==> src/rtl/timer_pkg.sv <==
// Shared constants for the BCD countdown timer: FSM state codes and digit limits.
package timer_pkg;

  localparam logic [1:0] ST_ENTRY = 2'd0;
  localparam logic [1:0] ST_RUN   = 2'd1;
  localparam logic [1:0] ST_DONE  = 2'd2;

  localparam logic [3:0] DIG_MAX  = 4'd9;
  localparam logic [3:0] TENS_MAX = 4'd5;

endpackage

==> src/rtl/bcd_digit_down.sv <==
// One BCD digit of a down counter: parallel load has priority over decrement,
// wrapping from 0 to max_val and raising borrow so the next digit can step.
module bcd_digit_down (
  input  logic       clk,
  input  logic       rst_n,
  input  logic       load,
  input  logic [3:0] load_val,
  input  logic       en,
  input  logic [3:0] max_val,
  output logic [3:0] value,
  output logic       borrow
);

  logic [3:0] val_q;
  logic [3:0] val_d;

  always_comb begin
    val_d = val_q;
    if (load) begin
      val_d = load_val;
    end else if (en) begin
      val_d = (val_q == 4'd0) ? max_val : val_q - 4'd1;
    end
  end

  always_ff @(posedge clk or negedge rst_n) begin
    if (!rst_n) begin
      val_q <= 4'd0;
    end else begin
      val_q <= val_d;
    end
  end

  assign value  = val_q;
  assign borrow = en & (val_q == 4'd0);

endmodule

==> src/rtl/timer_countdown_bcd.sv <==
// M:SS countdown timer: keypad digits shift in while in entry mode, then the
// three chained BCD digits count down once per rising edge of CLK_1HZ.
module timer_countdown_bcd
  import timer_pkg::*;
(
  input  logic       CLK_100HZ,
  input  logic       RST_N,
  input  logic       EN_N,
  input  logic [3:0] D,
  input  logic       LOAD_N,
  input  logic       CLK_1HZ,
  output logic [3:0] MIN,
  output logic [3:0] SEC_TENS,
  output logic [3:0] SEC_ONES,
  output logic       ZERO,
  output logic       RUNNING,
  output logic       DONE
);

  logic       c1_q;
  logic [1:0] state_q, state_d;
  logic       done_q, done_d;
  logic       tick;
  logic       key_ok;
  logic       shift;
  logic       dec;
  logic       last_sec;
  logic       ones_borrow, tens_borrow, min_borrow_unused;
  logic [3:0] ones_val, tens_val, min_val;

  assign tick = CLK_1HZ & ~c1_q;

  // Keeping SEC_ONES <= 5 before the shift guarantees SEC_TENS stays 0-5.
  assign key_ok   = ~LOAD_N & (D <= DIG_MAX) & (ones_val <= TENS_MAX);
  assign shift    = (state_q == ST_ENTRY) & tick & key_ok;
  assign dec      = (state_q == ST_RUN) & EN_N & tick & ~ZERO;
  assign last_sec = (min_val == 4'd0) & (tens_val == 4'd0) & (ones_val == 4'd1);

  always_comb begin
    state_d = state_q;
    done_d  = 1'b0;
    case (state_q)
      ST_ENTRY: begin
        if (EN_N && !ZERO) state_d = ST_RUN;
      end
      ST_RUN: begin
        if (!EN_N) begin
          state_d = ST_ENTRY;
        end else if (dec && last_sec) begin
          state_d = ST_DONE;
          done_d  = 1'b1;
        end
      end
      ST_DONE: begin
        if (!EN_N) state_d = ST_ENTRY;
      end
      default: state_d = ST_ENTRY;
    endcase
  end

  always_ff @(posedge CLK_100HZ or negedge RST_N) begin
    if (!RST_N) begin
      c1_q    <= 1'b1;
      state_q <= ST_ENTRY;
      done_q  <= 1'b0;
    end else begin
      c1_q    <= CLK_1HZ;
      state_q <= state_d;
      done_q  <= done_d;
    end
  end

  bcd_digit_down u_ones (
    .clk      (CLK_100HZ),
    .rst_n    (RST_N),
    .load     (shift),
    .load_val (D),
    .en       (dec),
    .max_val  (DIG_MAX),
    .value    (ones_val),
    .borrow   (ones_borrow)
  );

  bcd_digit_down u_tens (
    .clk      (CLK_100HZ),
    .rst_n    (RST_N),
    .load     (shift),
    .load_val (ones_val),
    .en       (ones_borrow),
    .max_val  (TENS_MAX),
    .value    (tens_val),
    .borrow   (tens_borrow)
  );

  // Minutes never borrow out: the run state is left before 0:00 can be decremented.
  bcd_digit_down u_min (
    .clk      (CLK_100HZ),
    .rst_n    (RST_N),
    .load     (shift),
    .load_val (tens_val),
    .en       (tens_borrow),
    .max_val  (DIG_MAX),
    .value    (min_val),
    .borrow   (min_borrow_unused)
  );

  assign MIN      = min_val;
  assign SEC_TENS = tens_val;
  assign SEC_ONES = ones_val;
  assign ZERO     = (min_val == 4'd0) & (tens_val == 4'd0) & (ones_val == 4'd0);
  assign RUNNING  = (state_q == ST_RUN);
  assign DONE     = done_q;

endmodule

==> config.mk <==
export PLATFORM = sky130hd
export DESIGN_NAME = timer_countdown_bcd
export DESIGN_NICKNAME = d
export VERILOG_FILES = /design/src/rtl/timer_pkg.sv /design/src/rtl/bcd_digit_down.sv /design/src/rtl/timer_countdown_bcd.sv
export SDC_FILE = /design/constraint.sdc
export NUM_CORES = 1
export LEC_CHECK = 0
export ABC_AREA = 0
export CAP_MARGIN = 15
export CELL_PAD_IN_SITES_DETAIL_PLACEMENT = 1
export CELL_PAD_IN_SITES_GLOBAL_PLACEMENT = 2
export CORE_ASPECT_RATIO = 0.8
export CORE_MARGIN = 5
export CORE_UTILIZATION = 37
export DETAILED_ROUTE_END_ITERATION = 10
export DONT_BUFFER_PORTS = 1
export PLACE_DENSITY_LB_ADDON = 0.25
export SLEW_MARGIN = 15
export SYNTH_ARGS = -nofsm -noshare
export SYNTH_HDL_FRONTEND = slang
export SYNTH_HIERARCHICAL = 1
export SYNTH_SLANG_ARGS = --single-unit
==> constraint.sdc <==
create_clock -name CLK_100HZ -period 2.75 [get_ports CLK_100HZ]
set_input_delay 0.4125 -clock CLK_100HZ [delete_from_list [all_inputs] [get_ports CLK_100HZ]]
set_output_delay 0.4125 -clock CLK_100HZ [all_outputs]
set_load 0.1 [all_outputs]
==> results of run 1 <==
layout make-up:
class,instances,share of cell area [%]
repair buffers,18,9.47
flip-flops and latches,16,27.6
inverters,16,4.13
well taps,40,3.44
clock buffers,4,3.79
multi-input cells,106,51.5
registers in the layout, indices dropped and copies added, names as in the netlist:
signal        flops
DONE              1
u_tens/value      4
u_ones/value      4
u_min/value       4
state_q           2
c1_q              1
cells in the final DEF (no fill, tap or decap), types with 4 or more instances in the layout:
master	n
clkbuf_8	4
conb_1	12
nor2_1	4
inv_1	16
dfrtp_1	15
a21oi_1	10
nor3_1	4
nand2_1	4
mux2i_1	4
nor2b_1	10
o21ai_0	4
buf_4	17
or4b_1	6
nand2b_1	4
layer usage:
metal	share of wire, %	GRT usage [%]
met3	4.6	4.87
met1	48	22.4
met4	1.5	7.11
met5	0	0
met2	46	26.7
metrics by stage:
| stage | hold WS [ns] | cell area [sq um] | cells | setup WS, ns |
|---|---|---|---|---|
| after floorplan | 0.117 | 1210 | 141 | 0.0609 |
| after global routing | 0.131 | 1450 | 200 | 0.235 |
| after detailed placement | 0.118 | 1390 | 195 | 0.418 |
| final | 0.149 | 1450 | 200 | 0.368 |
| after global placement | 0.117 | 1390 | 195 | 0.492 |
| after CTS | 0.142 | 1450 | 200 | 0.387 |
worst paths after layout:
check,slack (ns),start,end,depth (start not counted)
setup / recovery,0.37,u_ones/value[1],u_min/value[3],8
hold / removal,0.15,CLK_1HZ,c1_q,0
setup reg to reg,0.37,u_ones/value[1],u_min/value[3],8
hold reg to reg,0.59,state_q[1],state_q[1],1
max in group asynchronous,1.60,RST_N,u_ones/value[1],1
min in group asynchronous,0.67,RST_N,u_min/value[3],1
==> impl_results.md, run 1 <==
* Vias per cell at 5.44
* Crit path max fanout at 7
* Synthesis-to-finish area growth at 24.5%
* Crit path DAT at 2.52 ns
* Final period util at 86.6%
* Worst setup EP type: flop
* Final setup skew at 0.00298 ns
* Final wirelength at 3330 um
* DRC errors left at 0
* Startpoint Class: flop
* Worst-Skew Late Latency at 0.25 ns
* Post-CTS sizing at 0
* Status: completed
* Share of post-route cells with drive strength above 1 at 20.6%
* H-tree level count at 1
* Initial core utilization at 38.1%
* Max-slew headroom at 42.6%
* Synth warn at 6
* Max Fclk at 420 MHz
* Clock root buffer: clkbuf_8
* Antenna violations before repair at 0
* Clock transition at path regs at 0.07 ns
* Gp weighted congestion at 0.818
* # fillers at 379
* Detail Placement HPWL at 2550 um
* Total CTS buffers at 3
* Slew @ Worst Pin at 0.862 ns
* Total track usage at 17.2%
* WL per Instance at 16.6 um
* Buffers & Inverters on Critical Path at 1
* Final core occ at 47.5%
* Synth Cell Area at 1170 sq um
* Cell mode on critical path: and2_2
* Max Cap Violations at 0
* Multi-input gate area at 749 sq um
* Slowest CP cell: dfrtp_1
* Unrepaired setup endpoints after global routing: false
* Longest Clk Path Bufs at 2
* Vias in the first global route at 1,137
* Setup violators final at 0
* Family with the most delay on the worst path: simple AND/OR/NAND/NOR gates
* Critical path's largest stage delay at 0.46 ns
* Syn Inst Count at 131
* Antenna cells at 0
* Core box area at 3060 sq um
* Mean Syn Cell Area at 8.91 sq um
* Worst hold path class: primary input to flop
* Final Hold Violating Endpoints at 0
* Ports at 24
* First-pass GRT wire length at 5640 um
* GR Overflow Total at 0
* First-pass DRT Iterations at 4
* Cell row count at 18
* Initial DRC Count at 58
* Die width at 72.8 um
* CTS tree: yes
* I/O Buffers at 0
* Clock sinks at 16
* Setup Buffers After CTS at 0
* DIE AREA at 4390 sq um
* Slew Limit Fails at 0
* Setup TNS Final at 0 ns
* Min Tclk post-route at 2.38 ns
* Routed vias at 1,088
* Pin count of the biggest net entering global routing at 19
* Final ANT Viol Nets at 0
* CP Cell Sequence: inv_1 -> ha_1 -> nor3b_4 -> and2_2 -> and2_2 -> or4b_1 -> a22oi_1 -> o21ai_1
* Crit Path Class: flop to flop
* Die Height at 60.2 um
* Final #Nets at 173
* Critical path data required time at 2.89 ns
* Register Area at 402 sq um
* Hold_buf cts at 1
Power of run 1 is left out: the tool's default activity adds up to more than one toggle a clock period on the data nets, which glitch-free logic cannot reach.
==> run 2: changes to the inputs <==
--- a/config.mk
+++ b/config.mk
@@ -10,7 +10,6 @@
 export CELL_PAD_IN_SITES_DETAIL_PLACEMENT = 1
 export CELL_PAD_IN_SITES_GLOBAL_PLACEMENT = 2
 export CORE_ASPECT_RATIO = 0.8
-export CORE_MARGIN = 5
 export CORE_UTILIZATION = 37
 export DETAILED_ROUTE_END_ITERATION = 10
 export DONT_BUFFER_PORTS = 1
==> impl_results.md, run 2 (synthesized netlist as in run 1, its figures left out) <==
* Most common cell after layout, fill and taps aside: inv_1
* Placed insts at 191 (-2.1%)
* Worst hold path class: primary input to flop
* First-pass GRT wire length at 5420 um (-3.8%)
* Final ANT Viol Nets at 0 (unchanged)
* Longest Clk Path Bufs at 2 (unchanged)
* Final setup skew at 0.00592 ns (+0.00294 ns)
* Antenna cells at 0 (unchanged)
* Vias in the first global route at 1,071 (-5.8%)
* Crit Path Class: flop to flop
* Hold_buf cts at 1 (unchanged)
* WL per Instance at 17.0 um (+2.0%)
* Startpoint Class: flop
* Post-CTS sizing at 0 (unchanged)
* Total CTS buffers at 3 (unchanged)
* Worst-Skew Late Latency at 0.26 ns (about the same)
* Final WS setup at 0.297 ns (-0.0704 ns)
* I/O Buffers at 0 (unchanged)
* Cell row count at 17 (-1)
* Core box area at 2870 sq um (-6.3%)
* Placed Area at 1370 sq um (-1.3%)
* Clock transition at path regs at 0.06 ns (about the same)
* Initial DRC Count at 48 (-17%)
* Placement Setup Slack at 0.315 ns (-0.103 ns)
* Gp weighted congestion at 0.774 (-5.3%)
* Commonest cells after routing, fill and taps aside: 16 x inv_1, 15 x dfrtp_1, 15 x buf_4, 12 x conb_1
* Die Height at 52.2 um (-13%)
* Max-slew headroom at 42.1% (-0.44 points)
* Vias per cell at 5.39 (-0.96%)
* Detail Placement HPWL at 2620 um (+2.9%)
* Max Fclk at 408 MHz (-2.9%)
* Reg2Reg Setup Slack at 0.30 ns (-0.07 ns)
* Final period util at 89.2% (+2.6 points)
* Ports at 24 (unchanged)
* Setup Buffers After CTS at 0 (unchanged)
* Post-Layout Inst Area at 1440 sq um (-1.2%)
* Pin count of the biggest net entering global routing at 28 (+9)
* Status: completed
* Min Tclk post-route at 2.45 ns (+0.0704 ns)
* GR Overflow Total at 0 (unchanged)
* Final wirelength at 3330 um (about the same)
* Slew Limit Fails at 0 (unchanged)
* First-pass DRT Iterations at 4 (unchanged)
* H-tree level count at 1 (unchanged)
* Synthesis-to-finish area growth at 23.0%
* Slew @ Worst Pin at 0.868 ns (+0.00662 ns)
* CTS tree: yes
* Antenna violations before repair at 0 (unchanged)
* Setup TNS Final at 0 ns (unchanged)
* Setup violators final at 0 (unchanged)
* Die width at 64.8 um (-11%)
* Max Cap Violations at 0 (unchanged)
* Unrepaired setup endpoints after global routing: false
* Final Hold Violating Endpoints at 0 (unchanged)
* Clock root buffer: clkbuf_8
* Crit path DAT at 2.57 ns (+0.05 ns)
* DIE AREA at 3390 sq um (-23%)
* Routed vias at 1,056 (-2.9%)
* Share of post-route cells with drive strength above 1 at 19.6% (-1.0 points)
* Worst setup EP type: flop
* Clock sinks at 16 (unchanged)
* Critical path data required time at 2.87 ns (-0.02 ns)
* Initial core utilization at 40.7% (+2.5 points)
* DRC errors left at 0 (unchanged)
* Final #Nets at 171 (-1.2%)
* # fillers at 354 (-6.6%)
* Total track usage at 22.1% (+4.9 points)
* Layout Cells excl Fill at 196 (-2.0%)
* Crit path max fanout at 7 (unchanged)
run 2: cell count changes in the layout (fill, tap and decap cells not counted):
cell / delta
buf_4: -2
run 2: per-layer routing:
metal / GRT usage, % / wire [um] / vias up
met5: 0 / 0 / -
met4: 7.78 / 41 / 0
li1: - / - / 526
met3: 6.09 / 177 / 4
met1: 31.5 / 1700 / 501
met2: 31.4 / 1410 / 25
run 2: path summary, 6_finish.rpt:
kind	startpoint	end	cells past startpoint
max	state_q[1]	u_min/value[3]	8
max reg2reg	state_q[1]	u_min/value[3]	8
max in group asynchronous	RST_N	state_q[1]	1
min	CLK_1HZ	c1_q	0
min reg2reg	state_q[1]	state_q[1]	1
min in group asynchronous	RST_N	u_ones/value[3]	1
run 2: cell type report:
type                            count  area [sq um]  share of cell area [%]
Tap cell                           38          47.5                    3.31
Clock buffer                        4          55.1                    3.83
Sequential cell                    16           402                    28.0
Multi-Input combinational cell    106           749                    52.2
Timing Repair Buffer               16           123                    8.54
Inverter                           16          60.1                    4.18
run 2: worst max-delay path: stages, from the launching register on:
cell	delay, ns
dfrtp_1	0.42
nand2b_1	0.18
nor2_1	0.23
o21a_1	0.29
and2_2	0.26
and2_2	0.22
or4b_1	0.44
a22oi_1	0.16
o21ai_1	0.12
run 2: metrics by stage:
step	utilization [%]	hold WS, ns
final	50.0	0.153
after global placement	47.8	0.117
after global routing	50.0	0.137
after floorplan	-	0.117
after detailed placement	47.8	0.117
after CTS	50.0	0.146
Power of run 2 is left out for the same reason.
==> run 3: changes to the inputs <==
--- a/config.mk
+++ b/config.mk
@@ -10,6 +10,7 @@
 export CELL_PAD_IN_SITES_DETAIL_PLACEMENT = 1
 export CELL_PAD_IN_SITES_GLOBAL_PLACEMENT = 2
 export CORE_ASPECT_RATIO = 0.8
+export CORE_MARGIN = 3
 export CORE_UTILIZATION = 37
 export DETAILED_ROUTE_END_ITERATION = 10
 export DONT_BUFFER_PORTS = 1
==> constraint.sdc (replaced) <==
create_clock -name CLK_100HZ -period 2.75 [get_ports CLK_100HZ]
set_input_delay 0.4125 -clock CLK_100HZ [delete_from_list [all_inputs] [get_ports CLK_100HZ]]
set_output_delay 0.4125 -clock CLK_100HZ [all_outputs]
set_load 0.05 [all_outputs]
==> impl_results.md, run 3 (synthesized netlist as in run 1, its figures left out) <==
* Setup TNS Final at 0 ns (unchanged)
* Detail Placement HPWL at 2600 um (-1.0%)
* Final period util at 88.8% (-0.40 points)
* Startpoint Class: flop
* Worst hold path class: primary input to flop
* Ports at 24 (unchanged)
* Cell row count at 17 (unchanged)
* Slew @ Worst Pin at 0.806 ns (-0.0625 ns)
* Final #Nets at 171 (unchanged)
* First-pass DRT Iterations at 4 (unchanged)
* Core box area at 2890 sq um (+0.74%)
* Crit path DAT at 2.58 ns (about the same)
* Setup violators final at 0 (unchanged)
* Final setup skew at 0.00234 ns (-0.00358 ns)
* Final core occ at 49.9% (-0.11 points)
* DRC errors left at 0 (unchanged)
* Peak supply drop at 0.390 mV
* Reg2Reg Setup Slack at 0.31 ns (about the same)
* Status: completed
* Post-Layout Inst Area at 1440 sq um (+0.52%)
* Max Fclk at 410 MHz (+0.45%)
* Post-CTS sizing at 0 (unchanged)
* Initial DRC Count at 53 (+10%)
* Crit path max fanout at 7 (unchanged)
* Placed insts at 191 (unchanged)
* Share of post-route cells with drive strength above 1 at 18.4% (-1.3 points)
* Synthesis-to-finish area growth at 23.7%
* Gp weighted congestion at 0.828 (+6.9%)
* Vias in the first global route at 1,211 (+13%)
* Slew Limit Fails at 0 (unchanged)
* Final Hold Violating Endpoints at 0 (unchanged)
* Antenna cells at 0 (unchanged)
* Most common cell after layout, fill and taps aside: inv_1
* Die width at 68.8 um (+6.2%)
* GR Overflow Total at 0 (unchanged)
* WL per Instance at 18.5 um (+9.1%)
* Total CTS buffers at 3 (unchanged)
* Vias per cell at 5.50 (+2.1%)
* Static Leak at 0.612 nW
* Worst setup EP type: flop
* Clock root buffer: clkbuf_8
* Final ANT Viol Nets at 0 (unchanged)
* Routed vias at 1,078 (+2.1%)
* DIE AREA at 3870 sq um (+14%)
* Placed Area at 1380 sq um (+0.55%)
* First-pass GRT wire length at 6000 um (+11%)
* Final wirelength at 3630 um (+9.1%)
* Setup Buffers After CTS at 0 (unchanged)
* Die Height at 56.2 um (+7.7%)
* Crit Path Class: flop to flop
* Total track usage at 20.7% (-1.4 points)
* Max Cap Violations at 0 (unchanged)
* Power per Cell Area at 1200 nW/um^2
* Layout Cells excl Fill at 196 (unchanged)
* Min Tclk post-route at 2.44 ns (-0.0111 ns)
* CTS tree: yes
* Unrepaired setup endpoints after global routing: false
* I/O Buffers at 0 (unchanged)
* H-tree level count at 1 (unchanged)
* Initial core utilization at 40.4% (-0.30 points)
* Critical path data required time at 2.89 ns (+0.02 ns)
* Commonest cells after routing, fill and taps aside: 16 x inv_1, 15 x dfrtp_1, 14 x buf_4, 12 x conb_1, 11 x nor2b_1
* Max-slew headroom at 46.1% (+3.9 points)
* Clock transition at path regs at 0.07 ns (about the same)
* Worst-Skew Late Latency at 0.26 ns (about the same)
* Longest Clk Path Bufs at 2 (unchanged)
* Clock sinks at 16 (unchanged)
* Antenna violations before repair at 0 (unchanged)
* Pin count of the biggest net entering global routing at 28 (unchanged)
run 3: timing repair:
| action | 4_1_cts | 5_1_grt |
|---|---|---|
| endpoints found under the setup margin | 0 | 0 |
| endpoints found under the hold margin | 16 | 0 |
| hold buffers | 1 | 0 |
run 3: power by group:
group          switching (mW)  total [mW]  internal [mW]
Combinational           0.757        1.11          0.349
Clock                  0.0920       0.219          0.127
Sequential             0.0835       0.407          0.323
Total                   0.932        1.73          0.799
run 3: path summary, 6_finish.rpt:
kind,startpoint,to,cells after the start
setup / recovery,state_q[1],u_min/value[3],8
hold / removal,CLK_1HZ,c1_q,0
setup reg to reg,state_q[1],u_min/value[3],8
hold reg to reg,state_q[1],state_q[1],1
max in group asynchronous,RST_N,state_q[0],1
min in group asynchronous,RST_N,u_ones/value[3],1
run 3: layer usage:
| layer | GRT usage, % | part of all wire, % |
|---|---|---|
| met5 | 0 | 0 |
| met4 | 5.28 | 1.1 |
| met3 | 6.67 | 6.1 |
| met2 | 32.2 | 47 |
| met1 | 27.2 | 46 |
run 3: through the flow:
stage	power (mW)	setup WS (ns)	hold WS [ns]
finish	1.73	0.308	0.146
detailed placement	1.50	0.413	0.118
CTS	1.74	0.379	0.137
global placement	1.47	0.478	0.118
floorplan	1.17	0.398	0.117
global route	1.84	0.213	0.127
run 3: critical path, stage by stage, from the launching register on:
cell      delay, ns
dfrtp_1        0.41
nand2b_1       0.18
nor2_1         0.24
o21a_1         0.30
and2_2         0.26
and2_2         0.22
or4b_1         0.46
a22oi_1        0.17
o21ai_1        0.09
run 3: final cells by class:
cell class | instances | area [sq um]
Tap cell | 38 | 47.5
Sequential cell | 16 | 402
Fill cell | 370 | 1450
Clock buffer | 4 | 55.1
Timing Repair Buffer | 16 | 135
Inverter | 16 | 60.1
Multi-Input combinational cell | 106 | 744
No activity file was read; power rests on OpenSTA's default activity.
